[src/rtl/ov7670_frame_scheduler.sv]
// Frame scheduler between the OV7670 pixel producer and the ILI9341 consumer.
// Resynchronises vsync/href, decimates frames, gates the display's new-frame strobe and buffers pixels in a FIFO.
module ov7670_frame_scheduler #(
    parameter int DATA_WIDTH = 16,
    parameter int FIFO_DEPTH = 16,
    parameter int LINE_W     = 10
) (
    input  logic                  clk,
    input  logic                  buttonReset,
    input  logic                  enable,
    input  logic                  vsync,
    input  logic                  href,
    input  logic                  pixelValid,
    input  logic [DATA_WIDTH-1:0] pixelData,
    input  logic [3:0]            frameDivide,
    input  logic                  clearErr,
    output logic                  newFrameStrobe,
    output logic [DATA_WIDTH-1:0] pixelOut,
    output logic                  pixelOutValid,
    input  logic                  pixelOutReady,
    output logic                  frameActive,
    output logic [15:0]           frameCount,
    output logic [LINE_W-1:0]     lineCount,
    output logic                  overflow,
    output logic [7:0]            dropCount,
    output logic [2:0]            stateDbg
);

    localparam int AW = $clog2(FIFO_DEPTH);
    localparam int PW = AW + 1;

    typedef enum logic [2:0] {
        IDLE       = 3'd0,
        WAIT_VSYNC = 3'd1,
        STROBE     = 3'd2,
        ACTIVE     = 3'd3,
        SKIP       = 3'd4,
        DRAIN      = 3'd5
    } schedState_t;

    schedState_t state, nextState;

    logic vsMeta, vs, vsPrev, hsMeta, hs, hsPrev;
    logic boundary, hsFall;
    logic [3:0] skipCnt;
    logic passNow, passLatched, decide;
    logic pushReq, drainDrop, push, pop, ovfDrop, anyDrop;
    logic fifoEmpty, fifoFull;
    logic [PW-1:0] wrPtr, rdPtr;
    logic [DATA_WIDTH-1:0] mem [FIFO_DEPTH];

    // Two-flop synchronisers plus one extra stage for edge detection.
    always_ff @(posedge clk or posedge buttonReset) begin
        if (buttonReset) begin
            vsMeta <= 1'b0; vs <= 1'b0; vsPrev <= 1'b0;
            hsMeta <= 1'b0; hs <= 1'b0; hsPrev <= 1'b0;
        end else begin
            vsMeta <= vsync; vs <= vsMeta; vsPrev <= vs;
            hsMeta <= href;  hs <= hsMeta; hsPrev <= hs;
        end
    end

    assign boundary = vs & ~vsPrev;
    assign hsFall   = ~hs & hsPrev;
    assign passNow  = (skipCnt == 4'd0);
    // A decision is consumed only where the FSM acts on it; frameDivide is sampled here.
    assign decide   = boundary & ((state == ACTIVE) |
                      (((state == WAIT_VSYNC) | (state == SKIP)) & enable));

    always_ff @(posedge clk or posedge buttonReset) begin
        if (buttonReset) begin
            skipCnt     <= 4'd0;
            passLatched <= 1'b0;
        end else if (decide) begin
            skipCnt     <= passNow ? frameDivide : skipCnt - 4'd1;
            passLatched <= passNow;
        end
    end

    // FSM: state register
    always_ff @(posedge clk or posedge buttonReset) begin
        if (buttonReset) state <= IDLE;
        else             state <= nextState;
    end

    // FSM: next state
    always_comb begin
        nextState = state;
        case (state)
            IDLE:       if (enable) nextState = WAIT_VSYNC;
            WAIT_VSYNC: begin
                if (!enable)       nextState = IDLE;
                else if (boundary) nextState = passNow ? STROBE : SKIP;
            end
            STROBE:     nextState = ACTIVE;
            ACTIVE:     if (boundary) nextState = DRAIN;
            SKIP: begin
                if (boundary) begin
                    if (!enable) nextState = IDLE;
                    else         nextState = passNow ? STROBE : SKIP;
                end
            end
            DRAIN: begin
                if (fifoEmpty) begin
                    if (!enable) nextState = IDLE;
                    else         nextState = passLatched ? STROBE : SKIP;
                end
            end
            default:    nextState = IDLE;
        endcase
    end

    // FSM: outputs
    always_comb begin
        newFrameStrobe = (state == STROBE);
        frameActive    = (state == ACTIVE);
        pushReq        = (state == ACTIVE) & pixelValid & hs & ~vs;
        drainDrop      = (state == DRAIN) & pixelValid;
        stateDbg       = state;
    end

    // Pointers carry one extra wrap bit so full and empty are distinguishable.
    assign fifoEmpty     = (wrPtr == rdPtr);
    assign fifoFull      = (wrPtr[AW] != rdPtr[AW]) && (wrPtr[AW-1:0] == rdPtr[AW-1:0]);
    assign pixelOutValid = ~fifoEmpty;
    assign pop           = pixelOutValid & pixelOutReady;
    assign push          = pushReq & (~fifoFull | pop);
    assign ovfDrop       = pushReq & fifoFull & ~pop;
    assign anyDrop       = ovfDrop | drainDrop;
    assign pixelOut      = pixelOutValid ? mem[rdPtr[AW-1:0]] : '0;

    always_ff @(posedge clk) begin
        if (push) mem[wrPtr[AW-1:0]] <= pixelData;
    end

    always_ff @(posedge clk or posedge buttonReset) begin
        if (buttonReset) begin
            wrPtr <= '0;
            rdPtr <= '0;
        end else begin
            if (push) wrPtr <= wrPtr + PW'(1);
            if (pop)  rdPtr <= rdPtr + PW'(1);
        end
    end

    always_ff @(posedge clk or posedge buttonReset) begin
        if (buttonReset) begin
            frameCount <= 16'd0;
            lineCount  <= '0;
        end else if (state == STROBE) begin
            frameCount <= frameCount + 16'd1;
            lineCount  <= '0;
        end else if ((state == ACTIVE) && hsFall && (lineCount != '1)) begin
            lineCount  <= lineCount + LINE_W'(1);
        end
    end

    // A drop in the same cycle as clearErr wins over the clear.
    always_ff @(posedge clk or posedge buttonReset) begin
        if (buttonReset) begin
            overflow  <= 1'b0;
            dropCount <= 8'd0;
        end else begin
            if (ovfDrop)       overflow <= 1'b1;
            else if (clearErr) overflow <= 1'b0;

            if (anyDrop) begin
                if (clearErr)                dropCount <= 8'd1;
                else if (dropCount != 8'hFF) dropCount <= dropCount + 8'd1;
            end else if (clearErr) begin
                dropCount <= 8'd0;
            end
        end
    end

endmodule

[config.mk]
export PLATFORM = sky130hd
export DESIGN_NAME = ov7670_frame_scheduler
export DESIGN_NICKNAME = d
export VERILOG_FILES = /design/src/rtl/ov7670_frame_scheduler.sv
export SDC_FILE = /design/constraint.sdc
export NUM_CORES = 1
export LEC_CHECK = 0
export BUFFER_PORTS_ARGS = -buffer_cell sky130_fd_sc_hd__clkbuf_2
export CAP_MARGIN = 10
export CORE_UTILIZATION = 65
export DETAILED_ROUTE_END_ITERATION = 7
export PLACE_DENSITY = 0.85
export SYNTH_ARGS = -nofsm -noshare
export SYNTH_HDL_FRONTEND = slang
export SYNTH_SLANG_ARGS = --single-unit
[constraint.sdc]
create_clock -name clk -period 6.15 [get_ports clk]
set_clock_uncertainty 0.15 [all_clocks]
set_input_delay 0.615 -clock clk [delete_from_list [all_inputs] [get_ports clk]]
set_output_delay 0.615 -clock clk [all_outputs]
set_load 0.05 [all_outputs]
==> results.py, run 1 <==
metrics = {
    "critical_path": {
        "path_class": "flip-flop to output port",
        "r2r-end": "mem[11][3]",
        "path_cells": "buf_4 -> xor2_1 -> nor4_4 -> and2_1 -> inv_1 -> clkbuf_2",
        "path_max_fanout": 68,
        "r2r_start": "rdPtr[1]",
        "max_stage_delay_ns": 0.75,
        "startpoint": "rdPtr[1]",
        "endpoint_kind": "output port",
        "worstSetupStartpointType": "flip-flop",
        "critical_path.top_delay_family": "buffers and inverters",
        "worst-path-buf-inv": 3,
        "reg2reg_slack_ns": 2.45,
        "cp_slowest_cell": "and2_1",
        "crit_required_ns": 5.38,
        "r2r_cells": 7,
        "arrival_ns": 3.53,
    },
    "clock_tree": {
        "clock_sinks": 315,
        "cts_max_level": 1,
        "clk_latency_ns": 0.55,
        "post_cts_buffers": 0,
        "tritoncts": "built",
        "clkTransAtPathRegs_ns": 0.06,
        "clock-root-buffer": "clkbuf_16",
        "clk_path_buf_depth": 3,
        "cts_buffers": 30,
    },
    "route": {
        "dr.pass1.iters": 4,
        "wl_mm": 26.9,
        "via_per_inst": 6.36,
        "drtIter0Drc": 607,
        "drc": 0,
        "postRouteAntennaNets": 0,
        "drt-wirelength-per-cell_um": 24.2,
        "via_count": 7072,
    },
    "layout": {
        "final_common_cell": "edfxtp_1",
        "fillCellCount": 1090,
        "diodes": 0,
        "syn2layout_area_growth_pct": 14.4,
        "nets": 861,
        "final_cell_mix": "edfxtp_1 (256), clkbuf_2 (84), mux4_2 (64)",
        "drive_above_1_share_pct": 27.4,
    },
    "global_routing": {
        "antenna_found_initial": 0,
        "track_usage_pct": 27.5,
        "grt_max_degree": 69,
        "grt.overflow.total": 0,
        "grt_pass1_wl_mm": 40.6,
        "first_global_vias": 7225,
    },
    "logic_synthesis": {
        "yosys_most_used_dff": "edfxtp_1",
        "synth.distinct_cells": 51,
        "synth_area_per_cell_um2": 17.8,
        "synthTopCellsByArea": "edfxtp_1 (60%), dfrtp_1 (12%), mux4_2 (11%)",
        "yosysTopAreaCellShare_pct": 60.0,
        "synth_cells": 720,
        "synthesis.area_mm2": 0.0128,
        "ys_seq_elements": 315,
        "ys_async_sr_fraction_pct": 18.7,
        "synth_area_leader_cell": "edfxtp_1",
        "syn_nets": 757,
        "synth_edf_count": 256,
        "yosysWarningCount": 0,
        "synth-seq-area-share_pct": 71.5,
    },
    "power_and_ir_drop": {
        "vdd_drop_max_uv": 575,
        "cellPowerDensity_mw_per_mm2": 448,
        "power.total_w": 0.00658,
        "p_leak_nw": 5.21,
    },
    "die": {
        "start_util_pct": 66.1,
        "io_pins": 85,
        "dieArea_mm2": 0.0203,
        "rows": 51,
        "die_h_um": 142,
        "die_w_um": 142,
        "core-area_mm2": 0.0194,
    },
    "outcome": {
        "outcome": "complete, no violations",
    },
    "placed_design": {
        "portBuffers": 84,
        "place_congestion": 0.856,
        "place_hpwl_mm": 16.3,
    },
    "timing": {
        "rsz0062_at_grt": "no",
        "setup_tns_ns": 0,
        "clock.fmax_mhz": 233,
        "slew_viol_final": 0,
        "finalSetupViolCount": 0,
        "fin_crit_sh_pct": 69.8,
        "post-route-min-period_ns": 4.29,
        "worst_slew_pin_slew_ns": 1.13,
        "slew_headroom_pct": 24.6,
        "hold_viol_final": 0,
    },
    "hold_path": {
        "hold_path_depth": 1,
        "min_to": "hsMeta",
        "min_from": "href",
        "hold_class": "input port to flip-flop",
    },
    "flow_run": {
        "maxCapViolations": 0,
    },
}
-- cells in the mapped netlist, types with 3 or more instances --
master / instances
xor2_1: 9
nor4_1: 4
o21ai_0: 10
clkbuf_1: 15
mux2i_1: 18
nor2b_1: 21
mux2_2: 3
buf_2: 14
and4_1: 5
nand2b_1: 3
nand4_1: 9
a211oi_1: 34
or4_1: 3
ha_1: 9
nor3_1: 9
nand3b_1: 3
buf_1: 3
or3_1: 3
a21oi_1: 10
nand3_1: 5
nand2_1: 34
o31ai_1: 4
a21o_1: 4
nor2_1: 33
xnor2_1: 27
inv_1: 16
mux4_2: 64
and3_1: 7
dfrtp_1: 59
edfxtp_1: 256
-- layout make-up --
cell class / instances / area, µm² / area share [%]
repair buffers: 106 / 588 / 4.01
multi-input cells: 355 / 3460 / 23.6
clock buffers: 35 / 769 / 5.25
inverters: 16 / 60.1 / 0.409
well taps: 265 / 332 / 2.26
clock inverters: 20 / 294 / 2.00
flip-flops and latches: 315 / 9170 / 62.5
-- sequential cells by signal (all words and copies together) (netlist names), 3 cells and up --
signal      cells
dropCount       8
frameCount     16
lineCount      10
mem           256
rdPtr           5
skipCnt         4
stateDbg        3
wrPtr           5
-- cell families (layout without fill, tap and decap cells) --
| logic type | Yosys count | after routing | synth area share [%] |
|---|---|---|---|
| AO/OA/AOI/OAI | 74 | 74 | 4.15 |
| XOR/XNOR | 36 | 36 | 2.46 |
| adder cells (fa/ha/maj) | 9 | 9 | 0.878 |
| buffers and inverters | 50 | 177 | 1.72 |
| flip-flops | 315 | 315 | 71.5 |
| multiplexers | 85 | 85 | 12.9 |
| AND/OR/NAND/NOR | 151 | 151 | 6.41 |
-- where the power goes --
group          internal (W)  leakage, nW  total [W]  switching (W)
Clock               0.00119        0.508    0.00197       0.000782
Combinational      0.000748         1.63    0.00207        0.00132
Sequential          0.00238         3.07    0.00254       0.000159
-- repair_timing --
action	4_1_cts	5_1_grt
resized for setup	0	0
hold buffers	1	0
endpoints found under the hold margin	25	0
-- how the worst max path moves through the flow --
stage          slack (ns)  depth (start not counted)             to
6_report             1.86                          6  pixelOutValid
3_5_place_dp         2.37                          6    pixelOut[5]
5_1_grt              1.60                          6    pixelOut[4]
2_1_floorplan        2.59                          6      mem[3][0]
4_1_cts              1.78                          6    pixelOut[0]
3_3_place_gp         2.41                          6   pixelOut[15]
-- worst register-to-register path: stages, from the launching register on --
cell      delay, ns
dfrtp_2        0.34
buf_4          0.67
xor2_1         0.31
nor4_4         0.11
a21boi_2       0.38
nand2_1        0.22
nor2_1         0.85
buf_4          0.37
-- metrics by stage --
| step | instance area [µm²] | hold WS (ns) | utilization (%) | instances | setup WS [ns] |
|---|---|---|---|---|---|
| 5_1_grt | 14700 | 0.00486 | 75.6 | 1112 | 1.60 |
| 6_report | 14700 | 0.0224 | 75.6 | 1112 | 1.86 |
| 3_5_place_dp | 13600 | 0.189 | 70.1 | 1056 | 2.37 |
| 4_1_cts | 14700 | 0.0119 | 75.6 | 1112 | 1.78 |
| 3_3_place_gp | 13600 | 0.194 | 70.1 | 1056 | 2.41 |
| 2_1_floorplan | 12800 | 0.181 | - | 720 | 2.59 |
-- routing by layer --
metal	up-vias	global-route usage [%]	part of all wire, %
li1	3063	-	-
met1	3582	35.9	38
met2	366	46.7	51
met3	61	5.01	8.6
met4	0	10.1	2.9
met5	-	0	0
Note: power is estimated with default switching activity, not from simulation.
==> inputs of run 2 (changes only) <==
--- a/config.mk
+++ b/config.mk
@@ -7,9 +7,9 @@
 export LEC_CHECK = 0
 export BUFFER_PORTS_ARGS = -buffer_cell sky130_fd_sc_hd__clkbuf_2
 export CAP_MARGIN = 10
-export CORE_UTILIZATION = 65
+export CORE_UTILIZATION = 60
 export DETAILED_ROUTE_END_ITERATION = 7
-export PLACE_DENSITY = 0.85
+export PLACE_DENSITY = 0.79
 export SYNTH_ARGS = -nofsm -noshare
 export SYNTH_HDL_FRONTEND = slang
 export SYNTH_SLANG_ARGS = --single-unit
==> constraint.sdc (replaced) <==
create_clock -name clk -period 4 [get_ports clk]
set_clock_uncertainty 0.15 [all_clocks]
set_input_delay 0.4 -clock clk [delete_from_list [all_inputs] [get_ports clk]]
set_output_delay 0.4 -clock clk [all_outputs]
set_load 0.05 [all_outputs]
==> results.py, run 2 (same netlist as run 1, synthesis figures left out) <==
metrics = {
    "die": {
        "die_w_um": 148,
        "dieArea_mm2": 0.0220,
        "io_pins": 85,
        "core-area_mm2": 0.0210,
        "die_h_um": 148,
        "start_util_pct": 61.2,
        "rows": 53,
    },
    "route": {
        "dr.pass1.iters": 5,
        "wl_mm": 26.4,
        "drtIter0Drc": 394,
        "wl_met1_mm": 10.2,
        "dr_wl_met2_mm": 13.7,
        "wl_met3_mm": 1.82,
        "drc": 0,
        "drt-wirelength-per-cell_um": 23.3,
        "via_count": 7024,
        "via_per_inst": 6.20,
        "postRouteAntennaNets": 0,
        "highest_layer": "met5",
    },
    "layout": {
        "final_common_cell": "edfxtp_1",
        "diodes": 0,
        "syn2layout_area_growth_pct": 14.6,
        "nets": 873,
        "postLayoutCellArea_mm2": 0.0147,
        "drive_above_1_share_pct": 27.4,
        "fillCellCount": 1316,
        "final_cell_mix": "edfxtp_1 (256), clkbuf_2 (84), mux4_2 (64)",
        "largest_reg_flops": 256,
    },
    "hold_path": {
        "hold_class": "input port to flip-flop",
        "hold_path_depth": 3,
    },
    "power_and_ir_drop": {
        "switching_share_pct": 34.9,
        "pwr-share-comb_pct": 32.5,
        "p_leak_nw": 5.24,
        "vdd_drop_max_uv": 1160,
        "p_clk_share_pct": 27.9,
        "p_sw_w": 0.00343,
        "intPower_w": 0.00640,
        "cellPowerDensity_mw_per_mm2": 669,
        "power_frac_seq_pct": 39.6,
    },
    "clock_tree": {
        "clkTransAtPathRegs_ns": 0.06,
        "cts-resized-gates": 0,
        "tritoncts": "built",
        "cts_buffers": 31,
        "cts_max_level": 1,
        "clock-root-buffer": "clkbuf_16",
        "clock_sinks": 315,
        "clk_path_buf_depth": 3,
        "clk_latency_ns": 0.57,
    },
    "timing": {
        "hold_viol_final": 0,
        "setup_tns_ns": 0,
        "slew_viol_final": 0,
        "slew_headroom_pct": 44.9,
        "worst_slew_pin_slew_ns": 0.825,
        "post-route-min-period_ns": 3.63,
        "rsz0062_at_grt": "no",
        "finalSetupViolCount": 0,
        "fin_crit_sh_pct": 90.8,
        "clock.fmax_mhz": 275,
    },
    "critical_path": {
        "worstSetupStartpointType": "flip-flop",
        "endpoint_kind": "output port",
        "path_class": "flip-flop to output port",
        "arrival_ns": 3.08,
        "path_max_fanout": 37,
        "r2r_cells": 6,
        "crit_required_ns": 3.45,
    },
    "global_routing": {
        "track_usage_pct": 25.1,
        "antenna_found_initial": 1,
        "grt.overflow.total": 0,
        "grt_max_degree": 44,
        "first_global_vias": 7133,
        "grt_pass1_wl_mm": 40.8,
    },
    "placed_design": {
        "place_congestion": 0.929,
        "placed_area_mm2": 0.0137,
        "place_hpwl_mm": 16.4,
        "portBuffers": 84,
    },
    "flow_run": {
        "maxCapViolations": 0,
    },
    "outcome": {
        "outcome": "complete, no violations",
    },
}
-- run 2: cell count changes in the layout (fill, tap and decap cells not counted), moves of 2 or more --
cell / previous run / this run
buf_4: 21 / 26
bufinv_16: 7 / 2
dlygate4sd3_1: 1 / 6
clkinv_1: 4 / 7
clkinv_2: 3 / 6
clkinvlp_4: 2 / 0
-- run 2: what timing repair did --
item / 4_1_cts / 5_1_grt
hold buffers: 6 / 0
hold endpoints to repair: 43 / 0
setup buffers: 0 / 0
setup endpoints to repair: 0 / 0
-- run 2: final timing paths --
| path | start | end | slack [ns] |
|---|---|---|---|
| setup / recovery | rdPtr[1] | pixelOut[9] | 0.37 |
| hold / removal | pixelOutReady | rdPtr[3] | 0.02 |
| setup reg to reg | stateDbg[2] | mem[4][13] | 0.91 |
| hold reg to reg | hsMeta | hs | 0.21 |
| max in group asynchronous | buttonReset | hs | 2.54 |
| min in group asynchronous | buttonReset | dropCount[1] | 0.36 |
-- run 2: worst max-delay path, stage by stage, from the launching register on --
cell	delay, ns
dfrtp_2	0.77
buf_4	0.54
mux4_2	0.32
mux2i_1	0.11
a211oi_1	0.39
clkbuf_2	0.35
-- run 2: cell type report --
type / instances / area [µm²] / area share (%)
Timing Repair Buffer: 117 / 696 / 4.74
Clock inverter: 18 / 156 / 1.06
Tap cell: 275 / 344 / 2.34
Sequential cell: 315 / 9170 / 62.4
Inverter: 16 / 60.1 / 0.409
Clock buffer: 36 / 805 / 5.48
Multi-Input combinational cell: 355 / 3460 / 23.5
-- run 2: metal layers --
layer  up-vias  GRT usage, %
met1      3587          32.7
met4         2          6.96
li1       3076             -
met3        50          3.83
met2       309          44.2
met5         -             0
-- run 2: stage by stage --
step | hold WS, ns | std cells | total power [W] | utilization (%) | setup slack (ns)
2_1_floorplan | 0.181 | 720 | 0.00638 | - | 0.436
3_3_place_gp | 0.194 | 1072 | 0.00708 | 65.2 | 0.980
3_5_place_dp | 0.185 | 1072 | 0.00714 | 65.2 | 0.966
4_1_cts | 0.00291 | 1132 | 0.00990 | 70.1 | 0.324
5_1_grt | 0.0342 | 1132 | 0.0102 | 70.1 | 0.224
6_report | 0.0243 | 1132 | 0.00983 | 70.1 | 0.367
-- run 2: power groups by stage --
| stage | Combinational, W | Sequential, W | Clock (W) |
|---|---|---|---|
| after CTS | 0.00322 | 0.00389 | 0.00279 |
| final | 0.00319 | 0.00389 | 0.00274 |
| after global placement | 0.00314 | 0.00394 | 0 |
| after floorplan | 0.00244 | 0.00394 | 0 |
| after global routing | 0.00339 | 0.00392 | 0.00291 |
| after detailed placement | 0.00318 | 0.00396 | 0 |
